## config.mk

```make
export PLATFORM = sky130hd
export DESIGN_NAME = id_stage_bypass
export DESIGN_NICKNAME = d
export VERILOG_FILES = /design/src/rtl/id_stage_bypass_pkg.sv /design/src/rtl/id_fwd_mux.sv /design/src/rtl/id_stage_bypass.sv
export SDC_FILE = /design/constraint.sdc
export NUM_CORES = 1
export LEC_CHECK = 0
export BUFFER_PORTS_ARGS = -buffer_cell sky130_fd_sc_hd__buf_2
export CORE_AREA = 8 8 163 165
export DETAILED_ROUTE_END_ITERATION = 10
export DIE_AREA = 0 0 171 173
export PLACE_DENSITY = 0.68
export SLEW_MARGIN = 20
export SYNTH_ARGS = -nofsm -noshare
export SYNTH_HDL_FRONTEND = slang
export SYNTH_SLANG_ARGS = --single-unit
```

## constraint.sdc

```tcl
create_clock -name clk -period 5.6 [get_ports clk]
set_input_delay 0.84 -clock clk [delete_from_list [all_inputs] [get_ports clk]]
set_output_delay 0.84 -clock clk [all_outputs]
set_load 0.01 [all_outputs]
```

## src/rtl/id_stage_bypass_pkg.sv

```systemverilog
// Shared decode constants for the ID stage: ALU one-hot bit indices, MIPS opcode/funct codes
// and the 6-to-64 one-hot decoder reused for the opcode and funct fields.
package id_stage_bypass_pkg;

  localparam int unsigned AluOpWd = 12;
  localparam int unsigned AluAdd  = 0;
  localparam int unsigned AluSub  = 1;
  localparam int unsigned AluSlt  = 2;
  localparam int unsigned AluSltu = 3;
  localparam int unsigned AluSll  = 4;
  localparam int unsigned AluSrl  = 5;
  localparam int unsigned AluSra  = 6;
  localparam int unsigned AluLui  = 7;
  localparam int unsigned AluAnd  = 8;
  localparam int unsigned AluOr   = 9;
  localparam int unsigned AluXor  = 10;
  localparam int unsigned AluNor  = 11;

  localparam logic [5:0] OpSpecial = 6'h00;
  localparam logic [5:0] OpJal     = 6'h03;
  localparam logic [5:0] OpBeq     = 6'h04;
  localparam logic [5:0] OpBne     = 6'h05;
  localparam logic [5:0] OpAddiu   = 6'h09;
  localparam logic [5:0] OpSlti    = 6'h0a;
  localparam logic [5:0] OpSltiu   = 6'h0b;
  localparam logic [5:0] OpAndi    = 6'h0c;
  localparam logic [5:0] OpOri     = 6'h0d;
  localparam logic [5:0] OpXori    = 6'h0e;
  localparam logic [5:0] OpLui     = 6'h0f;
  localparam logic [5:0] OpLw      = 6'h23;
  localparam logic [5:0] OpSw      = 6'h2b;

  localparam logic [5:0] FnSll  = 6'h00;
  localparam logic [5:0] FnSrl  = 6'h02;
  localparam logic [5:0] FnSra  = 6'h03;
  localparam logic [5:0] FnJr   = 6'h08;
  localparam logic [5:0] FnAddu = 6'h21;
  localparam logic [5:0] FnSubu = 6'h23;
  localparam logic [5:0] FnAnd  = 6'h24;
  localparam logic [5:0] FnOr   = 6'h25;
  localparam logic [5:0] FnXor  = 6'h26;
  localparam logic [5:0] FnNor  = 6'h27;
  localparam logic [5:0] FnSlt  = 6'h2a;
  localparam logic [5:0] FnSltu = 6'h2b;

  function automatic logic [63:0] decoder_6_64(input logic [5:0] in);
    decoder_6_64 = 64'd1 << in;
  endfunction

endpackage

```

## src/rtl/id_fwd_mux.sv

```systemverilog
// Per-operand bypass select: the lowest-index matching forward source wins, else RF data.
// Register $0 always reads zero and never reports a pending (not-ready) producer.
module id_fwd_mux #(
  parameter int unsigned XLEN = 32,
  parameter int unsigned NFWD = 3
) (
  input  logic [4:0]           addr,
  input  logic [XLEN-1:0]      rf_data,
  input  logic [NFWD-1:0]      fwd_valid,
  input  logic [NFWD-1:0]      fwd_we,
  input  logic [5*NFWD-1:0]    fwd_waddr,
  input  logic [XLEN*NFWD-1:0] fwd_wdata,
  input  logic [NFWD-1:0]      fwd_ready,
  output logic [XLEN-1:0]      val,
  output logic                 hit_not_ready
);

  always_comb begin
    val           = rf_data;
    hit_not_ready = 1'b0;
    // Walk from lowest to highest priority so the highest-priority hit is written last.
    for (int i = int'(NFWD) - 1; i >= 0; i--) begin
      if (fwd_valid[i] && fwd_we[i] && (fwd_waddr[5*i +: 5] == addr)) begin
        val           = fwd_wdata[XLEN*i +: XLEN];
        hit_not_ready = ~fwd_ready[i];
      end
    end
    if (addr == 5'd0) begin
      val           = '0;
      hit_not_ready = 1'b0;
    end
  end

endmodule

```

## src/rtl/id_stage_bypass.sv

```systemverilog
// MIPS decode stage with valid/allowin handshake, prioritised operand bypass, load-use stall
// and in-ID branch resolution. Define ID_IMM_LOGIC_EN to decode andi/ori/xori/slti/sltiu.
module id_stage_bypass
  import id_stage_bypass_pkg::*;
#(
  parameter int unsigned XLEN = 32,
  parameter int unsigned NFWD = 3
) (
  input  logic                  clk,
  input  logic                  reset,
  input  logic                  es_allowin,
  output logic                  ds_allowin,
  input  logic                  fs_to_ds_valid,
  input  logic [2*XLEN-1:0]     fs_to_ds_bus,
  output logic [XLEN:0]         br_bus,
  output logic                  ds_to_es_valid,
  output logic [41+3*XLEN-1:0]  ds_to_es_bus,
  output logic [4:0]            rs_addr,
  output logic [4:0]            rt_addr,
  input  logic [XLEN-1:0]       rs_data,
  input  logic [XLEN-1:0]       rt_data,
  input  logic [NFWD-1:0]       fwd_valid,
  input  logic [NFWD-1:0]       fwd_we,
  input  logic [5*NFWD-1:0]     fwd_waddr,
  input  logic [XLEN*NFWD-1:0]  fwd_wdata,
  input  logic [NFWD-1:0]       fwd_ready
);

`ifdef ID_IMM_LOGIC_EN
  localparam bit ImmLogicEn = 1'b1;
`else
  localparam bit ImmLogicEn = 1'b0;
`endif

  logic              ds_valid_q;
  logic [2*XLEN-1:0] fs_bus_q;
  logic              ds_ready_go;

  assign ds_allowin     = ~ds_valid_q | (ds_ready_go & es_allowin);
  assign ds_to_es_valid = ds_valid_q & ds_ready_go;

  always_ff @(posedge clk or posedge reset) begin
    if (reset) begin
      ds_valid_q <= 1'b0;
      fs_bus_q   <= '0;
    end else if (ds_allowin) begin
      ds_valid_q <= fs_to_ds_valid;
      if (fs_to_ds_valid) fs_bus_q <= fs_to_ds_bus;
    end
  end

  logic [XLEN-1:0] pc;
  logic [31:0]     inst;
  logic [4:0]      rd;
  logic [15:0]     imm;
  logic [63:0]     op_d;
  logic [63:0]     fn_d;

  assign pc      = fs_bus_q[2*XLEN-1:XLEN];
  assign inst    = fs_bus_q[31:0];
  assign rs_addr = inst[25:21];
  assign rt_addr = inst[20:16];
  assign rd      = inst[15:11];
  assign imm     = inst[15:0];
  assign op_d    = decoder_6_64(inst[31:26]);
  assign fn_d    = decoder_6_64(inst[5:0]);

  logic special;
  logic inst_addu, inst_subu, inst_slt, inst_sltu, inst_sll, inst_srl, inst_sra;
  logic inst_and, inst_or, inst_xor, inst_nor, inst_jr;
  logic inst_addiu, inst_lw, inst_sw, inst_lui, inst_beq, inst_bne, inst_jal;
  logic inst_andi, inst_ori, inst_xori, inst_slti, inst_sltiu, op_imm_any;

  assign special    = op_d[OpSpecial];
  assign inst_addu  = special & fn_d[FnAddu];
  assign inst_subu  = special & fn_d[FnSubu];
  assign inst_slt   = special & fn_d[FnSlt];
  assign inst_sltu  = special & fn_d[FnSltu];
  assign inst_sll   = special & fn_d[FnSll];
  assign inst_srl   = special & fn_d[FnSrl];
  assign inst_sra   = special & fn_d[FnSra];
  assign inst_and   = special & fn_d[FnAnd];
  assign inst_or    = special & fn_d[FnOr];
  assign inst_xor   = special & fn_d[FnXor];
  assign inst_nor   = special & fn_d[FnNor];
  assign inst_jr    = special & fn_d[FnJr];
  assign inst_addiu = op_d[OpAddiu];
  assign inst_lw    = op_d[OpLw];
  assign inst_sw    = op_d[OpSw];
  assign inst_lui   = op_d[OpLui];
  assign inst_beq   = op_d[OpBeq];
  assign inst_bne   = op_d[OpBne];
  assign inst_jal   = op_d[OpJal];
  assign inst_andi  = ImmLogicEn & op_d[OpAndi];
  assign inst_ori   = ImmLogicEn & op_d[OpOri];
  assign inst_xori  = ImmLogicEn & op_d[OpXori];
  assign inst_slti  = ImmLogicEn & op_d[OpSlti];
  assign inst_sltiu = ImmLogicEn & op_d[OpSltiu];
  // Immediate ops never read rt, even when they decode as NOP.
  assign op_imm_any = op_d[OpAndi] | op_d[OpOri] | op_d[OpXori] | op_d[OpSlti] | op_d[OpSltiu];

  logic [AluOpWd-1:0] alu_op;
  assign alu_op[AluAdd]  = inst_addu | inst_addiu | inst_lw | inst_sw;
  assign alu_op[AluSub]  = inst_subu;
  assign alu_op[AluSlt]  = inst_slt | inst_slti;
  assign alu_op[AluSltu] = inst_sltu | inst_sltiu;
  assign alu_op[AluSll]  = inst_sll;
  assign alu_op[AluSrl]  = inst_srl;
  assign alu_op[AluSra]  = inst_sra;
  assign alu_op[AluLui]  = inst_lui;
  assign alu_op[AluAnd]  = inst_and | inst_andi;
  assign alu_op[AluOr]   = inst_or | inst_ori;
  assign alu_op[AluXor]  = inst_xor | inst_xori;
  assign alu_op[AluNor]  = inst_nor;

  logic src1_is_sa, src1_is_pc, src2_is_imm, src2_is_uimm, src2_is_8;
  logic dst_is_rt, rf_we, rs_used, rt_used;
  logic [4:0] rf_waddr;

  assign src1_is_sa   = inst_sll | inst_srl | inst_sra;
  assign src1_is_pc   = inst_jal;
  assign src2_is_imm  = inst_addiu | inst_lui | inst_lw | inst_sw | inst_slti | inst_sltiu;
  assign src2_is_uimm = inst_andi | inst_ori | inst_xori;
  assign src2_is_8    = inst_jal;
  assign dst_is_rt    = inst_addiu | inst_lui | inst_lw | src2_is_uimm | inst_slti | inst_sltiu;
  assign rf_waddr     = inst_jal ? 5'd31 : (dst_is_rt ? rt_addr : rd);
  assign rf_we        = ds_valid_q & ((|alu_op & ~inst_sw) | inst_jal);
  assign rs_used      = ~(src1_is_sa | inst_lui | inst_jal);
  assign rt_used      = ~(inst_addiu | inst_lw | inst_lui | inst_jal | inst_jr | op_imm_any);

  logic [XLEN-1:0] rs_val, rt_val;
  logic            rs_hnr, rt_hnr;

  id_fwd_mux #(.XLEN(XLEN), .NFWD(NFWD)) u_rs_mux (
    .addr(rs_addr), .rf_data(rs_data), .fwd_valid(fwd_valid), .fwd_we(fwd_we),
    .fwd_waddr(fwd_waddr), .fwd_wdata(fwd_wdata), .fwd_ready(fwd_ready),
    .val(rs_val), .hit_not_ready(rs_hnr)
  );

  id_fwd_mux #(.XLEN(XLEN), .NFWD(NFWD)) u_rt_mux (
    .addr(rt_addr), .rf_data(rt_data), .fwd_valid(fwd_valid), .fwd_we(fwd_we),
    .fwd_waddr(fwd_waddr), .fwd_wdata(fwd_wdata), .fwd_ready(fwd_ready),
    .val(rt_val), .hit_not_ready(rt_hnr)
  );

  assign ds_ready_go = ~((rs_used & rs_hnr) | (rt_used & rt_hnr));

  logic [XLEN-1:0] pc_plus4, br_offs, br_target;
  logic            br_taken;

  assign pc_plus4 = pc + XLEN'(4);
  assign br_offs  = {{(XLEN-18){imm[15]}}, imm, 2'b00};

  always_comb begin
    br_target = '0;
    if (inst_beq | inst_bne) br_target = pc_plus4 + br_offs;
    else if (inst_jal)       br_target = {pc_plus4[XLEN-1:28], inst[25:0], 2'b00};
    else if (inst_jr)        br_target = rs_val;
  end

  assign br_taken = ds_valid_q & ds_ready_go & ((inst_beq & (rs_val == rt_val)) |
                    (inst_bne & (rs_val != rt_val)) | inst_jal | inst_jr);
  assign br_bus   = {br_taken, br_target};

  assign ds_to_es_bus = {alu_op, src1_is_sa, src1_is_pc, src2_is_imm, src2_is_uimm, src2_is_8,
                         inst_lw, inst_sw, rf_we, rf_waddr, imm, rs_val, rt_val, pc};

  logic unused_dec;
  assign unused_dec = ^{op_d, fn_d};

endmodule

```

Word-level counts from Yosys, hierarchy flattened
Index checks and enable logic that the tools add are counted.
{"block": "op_classes", "bitwise": 55, "reduce_logical": 13, "add_sub_neg": 2, "muxes": 21, "eq_ne": 8, "n_shift": 2}
{"cell": "$mux W32", "n": 11}
{"cell": "$shl A1 B6 Y44 const A", "n": 2}
{"cell": "$add A32 B3 Y32 const B", "n": 1}
{"cell": "$add A32 B32 Y32", "n": 1}
{"cell": "$eq A32 B32 Y1", "n": 1}
{"cell": "$ne A32 B32 Y1", "n": 1}
{"cell": "$eq A5 B5 Y1", "n": 6}
{"cell": "$or A1 B1 Y1", "n": 26}
{"cell": "$and A1 B1 Y1", "n": 21}
{"cell": "$reduce_or A12 Y1", "n": 1}
{"cell": "$logic_not A5 Y1", "n": 2}
{"cell": "$mux W5", "n": 2}
{"cell": "$logic_and A1 B1 Y1", "n": 9}
{"cell": "$mux W1", "n": 8}
{"cell": "$not A1 Y1", "n": 8}
{"cell": "$reduce_and A2 Y1", "n": 1}
{"block": "totals", "reg_bits": 65, "input_bits": 252, "output_inout_bits": 182}

Logic depth before layout (Yosys ltp)
{"block": "depth", "ltp_word": 13, "mapped_depth": 19, "ltp_nobuf": 19}

Cells and area by module
From an unflattened synthesis, not the netlist that was laid out.
{"block": "hier_totals", "hier_cells": 1057, "area_unflattened_um2": 9006.1}
{"module": "id_stage_bypass", "cells_each": 689, "seq_area_each_um2": 1626.6, "n_inst": 1, "area_per_inst_um2": 6506.2}
{"module": "id_fwd_mux", "cells_each": 184, "seq_area_each_um2": 0.0, "n_inst": 2, "area_per_inst_um2": 1249.9}

Worst setup path after synthesis
OpenSTA, ideal clock, no wires.
{"block": "synth_path", "kind": "register to output", "from": "reg fs_bus_q[34]", "to": "out br_bus[28]", "arrival_time_ps": 3527, "required_time_ps": 4760, "slack_ps": 1233, "path_stages_with_launch": 20, "cell_sequence": "dfrtp_1 ha_1 and3_1 and3_1 nand3_1 or2_2 inv_1 nand2_1 xnor2_1 ha_1 a21o_1 a21o_1 a21o_1 a21oi_1 o21ai_0 a21oi_1 o21ai_0 a41oi_1 nand2_1 o21ai_0"}
{"block": "synth_via", "elab_chain_cells": 3, "elab_cells_between_ends": 4}
{"item": "start, declared", "line": "id_stage_bypass.sv:36", "rtl": "logic [2*XLEN-1:0] fs_bus_q;"}
{"item": "start signal, assigned", "line": "id_stage_bypass.sv:48", "rtl": "if (fs_to_ds_valid) fs_bus_q <= fs_to_ds_bus;"}
{"item": "$add A32 B3 Y32 *", "line": "id_stage_bypass.sv:151", "rtl": "assign pc_plus4 = pc + XLEN'(4);"}
{"item": "$add A32 B32 Y32 / $mux W32 (equally long branches)", "line": "id_stage_bypass.sv:156, id_stage_bypass.sv:157"}
{"item": "$mux W32 *", "line": "id_stage_bypass.sv:156", "rtl": "if (inst_beq | inst_bne) br_target = pc_plus4 + br_offs;"}
{"item": "end, declared", "line": "id_stage_bypass.sv:15", "rtl": "output logic [XLEN:0] br_bus,"}
Mark *: on every way between the ends. The rest lies on a longest branch, timed or not.

Worst setup path after layout
{"block": "layout_path", "from": "reg fs_bus_q[34]", "to": "out br_bus[27]"}
{"block": "layout_via", "elab_chain_cells": 3}
{"item": "$add A32 B3 Y32", "line": "id_stage_bypass.sv:151"}
{"item": "$add A32 B32 Y32", "line": "id_stage_bypass.sv:156"}
{"item": "$mux W32", "line": "id_stage_bypass.sv:156"}
Every way passes these cells.

==> results_dict.tcl <==
set metrics [dict create \
    power.leakage_nw 5.794 \
    cts-resized-gates 0 \
    cts_tree "done" \
    pwr-share-clk 0.224 \
    cts_buffer_depth 2 \
    grt_max_degree 66 \
    r2r_setup_slack_ps 1910 \
    setup_violations 0 \
    seq_area_um2 1627 \
    crit_arrival_ps 4460 \
    clock-sinks 65 \
    clock_skew_ps 11.26 \
    fp-row-count 57 \
    ys_types 74 \
    cts_made_buffers 9 \
    reg2reg_from "fs_bus_q[21]$_DFFE_PP0P_" \
    synth_nets 1436 \
    overflow 0 \
    synth_cells 1153 \
    dp_hpwl_um 35000 \
    ys.warnings.count 0 \
    multi_input_area_um2 6390 \
    place_congestion 0.9487 \
    routed_wl_um 43310 \
    status "completed" \
    drc_errors 0 \
    slew_viol_final 0 \
    hold_viol_final 0 \
    syn_area_per_cell_um2 7.921 \
    syn2layout_area_growth_pct 24.78 \
    syn_area_um2 9133 \
    power_density_nw_per_um2 263.4 \
    start_util 0.3811 \
    pwr-share-seq 0.246 \
    grt_pass1_vias 10330 \
    n_fill_cell 2421 \
    synth_seq_area_share 0.1781 \
    max_freq_ghz 0.1887 \
    drive_above_1_share 0.3837 \
    htreeDepth 3 \
    synth_area_leaders "dfrtp_1, o21ai_0, mux2_4, xnor2_1, buf_4" \
    drv_cap 0 \
    post-route-period-util 0.9465 \
    worstSetupEndpointType "output pin" \
    rsz0062_at_grt "false" \
    cp.required_ps 4760 \
    synth.most_common_cell "o21ai_0" \
    p_sw_w 0.001284 \
    synthFlopType "dfrtp_1" \
    clkLatencyLatePin_ps 340 \
    worstHoldEndpoint "fs_bus_q[61]$_DFFE_PP0P_" \
    worstReg2RegEnd "fs_bus_q[44]$_DFFE_PP0P_" \
    cts_setup_buffers 0 \
    dieArea_um2 29580 \
    hold_class "flip-flop to flip-flop" \
    first_pass_iters 7 \
    async_flop_share 1.000 \
    die_y_um 173 \
    ant_nets 0 \
    cts_root_buffer "clkbuf_16" \
    internal_power_w 0.001717 \
    synth_area_leader_cell "dfrtp_1" \
    synth_commonest_cells "o21ai_0, nand2_1, buf_4, xnor2_1, dfrtp_1" \
    startpoint_type "flip-flop" \
    period_needed_ps 5300 \
    setup_tns_ps 0 \
    die_w_um 171 \
    core_um2 23960 \
    reg2reg_depth 11 \
    synth-edff-count 0 \
    wl_per_cell_um 23.83 \
    pin_count 434 \
    io_buffers 432 \
    ir_drop_mv 0.1849 \
    avgViaCountPerCell 5.582 \
    fin_total_pwr_w 0.003001 \
    clk_transition_reported_paths_ps 60 \
    grt_use_total 0.2786 \
    crit_type "flip-flop to output pin" \
    min-delay-start "fs_bus_q[61]$_DFFE_PP0P_" \
    grt_first_pass_wirelength_um 63420 \
    holdPathStages 1 \
    swShare 0.4278 \
    cts_hold_repair.buffers 0 \
    crit_fanout 6 \
    synth_seq_cells 65 \
    antenna_found_initial 8 \
    synth_top_area_share 0.1781 \
    maxSlewHeadroom 0.3613 \
    combPwrFrac 0.530 \
    nets 1766 \
    tightest_slew_ps 953.8 \
    drt_iter0_drc 910 \
    vias 10140 \
]
## per-layer routing
metal | GRT usage | vias up | routed length [um]
li1 | - | 4750 | -
met1 | 0.3400 | 4735 | 17170
met2 | 0.4600 | 567 | 20270
met3 | 0.07561 | 87 | 4448
met4 | 0.1015 | 4 | 1393
met5 | 0 | - | 23
## stage by stage
| stage | util | instances | instance area [um2] | setup slack, ps | hold slack, ps |
|---|---|---|---|---|---|
| after floorplan | - | 1153 | 9133 | 1233 | 505.3 |
| after global placement | 0.4604 | 1796 | 11030 | 673.3 | 525.4 |
| after detailed placement | 0.4604 | 1796 | 11030 | 617.2 | 524.7 |
| after CTS | 0.4748 | 1812 | 11380 | 229.7 | 542.5 |
| after global routing | 0.4753 | 1814 | 11390 | 22.92 | 551.4 |
| final | 0.4756 | 1817 | 11400 | 299.7 | 540.5 |
## power groups by stage
stage / combinational [W] / clock [W] / sequential [W]
5_1_grt: 0.00174 / 0.000703 / 0.000756
3_5_place_dp: 0.00157 / 0 / 0.000745
3_3_place_gp: 0.00156 / 0 / 0.000742
6_report: 0.00159 / 0.000671 / 0.000739
4_1_cts: 0.00159 / 0.000685 / 0.000737
2_1_floorplan: 0.00119 / 0 / 0.000638
## sequential cells by signal (all words and copies together) (netlist names)
| signal | count |
|---|---|
| ds_valid_q | 1 |
| fs_bus_q | 64 |
## cells in the final DEF (no fill, tap or decap), types with 10 or more instances in the layout
| cell type | count |
|---|---|
| buf_2 | 432 |
| inv_1 | 45 |
| xor2_1 | 40 |
| ha_1 | 30 |
| o211a_1 | 50 |
| and3_1 | 18 |
| mux2_4 | 61 |
| a211oi_1 | 12 |
| nand2b_1 | 10 |
| a22oi_1 | 22 |
| nand3_1 | 26 |
| xnor2_1 | 74 |
| a21oi_1 | 20 |
| buf_4 | 35 |
| nand2_1 | 112 |
| nand4_1 | 14 |
| nor3_1 | 24 |
| dfrtp_1 | 65 |
| o21ai_0 | 195 |
| a21o_1 | 19 |
| nor2_1 | 41 |
## final cells by class
| type | count | share of cell area |
|---|---|---|
| Antenna cell | 5 | 0.001098 |
| Multi-Input combinational cell | 893 | 0.5607 |
| Inverter | 46 | 0.01515 |
| Timing Repair Buffer | 468 | 0.2145 |
| Sequential cell | 65 | 0.1427 |
| Clock inverter | 6 | 0.01010 |
| Clock buffer | 10 | 0.02009 |
| Tap cell | 324 | 0.03557 |
## worst max-delay path by stage
| stage | slack, ps | from | endpoint | depth (start not counted) |
|---|---|---|---|---|
| after floorplan | 1230 | fs_bus_q[34]$_DFFE_PP0P_ | br_bus[28] | 19 |
| after global placement | 670 | fs_bus_q[34]$_DFFE_PP0P_ | br_bus[27] | 17 |
| after detailed placement | 620 | fs_bus_q[34]$_DFFE_PP0P_ | br_bus[27] | 17 |
| after CTS | 230 | fs_bus_q[34]$_DFFE_PP0P_ | br_bus[27] | 17 |
| after global routing | 20 | fs_bus_q[34]$_DFFE_PP0P_ | br_bus[28] | 20 |
| final | 300 | fs_bus_q[34]$_DFFE_PP0P_ | br_bus[27] | 17 |
## cells by family after synthesis
family,count (synthesis),share of synthesized area
AO/OA/AOI/OAI,379,0.2703
XOR/XNOR,114,0.1093
buffers and inverters,195,0.1254
adder cells (fa/ha/maj),31,0.04329
other,1,0.0004106
flip-flops,65,0.1781
multiplexers,72,0.1132
AND/OR/NAND/NOR,296,0.1600
## critical path, stage by stage (launching register included)
cell and delay (ps):
dfrtp_1 440, ha_1 210, and3_1 190, and3_1 230, nand3_1 190, or2_2 370, inv_1 80, nand2_1 60
xnor2_1 120, ha_1 360, a21o_1 200, a21o_1 170, a21oi_1 190, o22ai_1 140, o41a_1 380, a211oi_1 400
a221o_1 220, buf_2 170
Power figures use the tool's default switching activity.
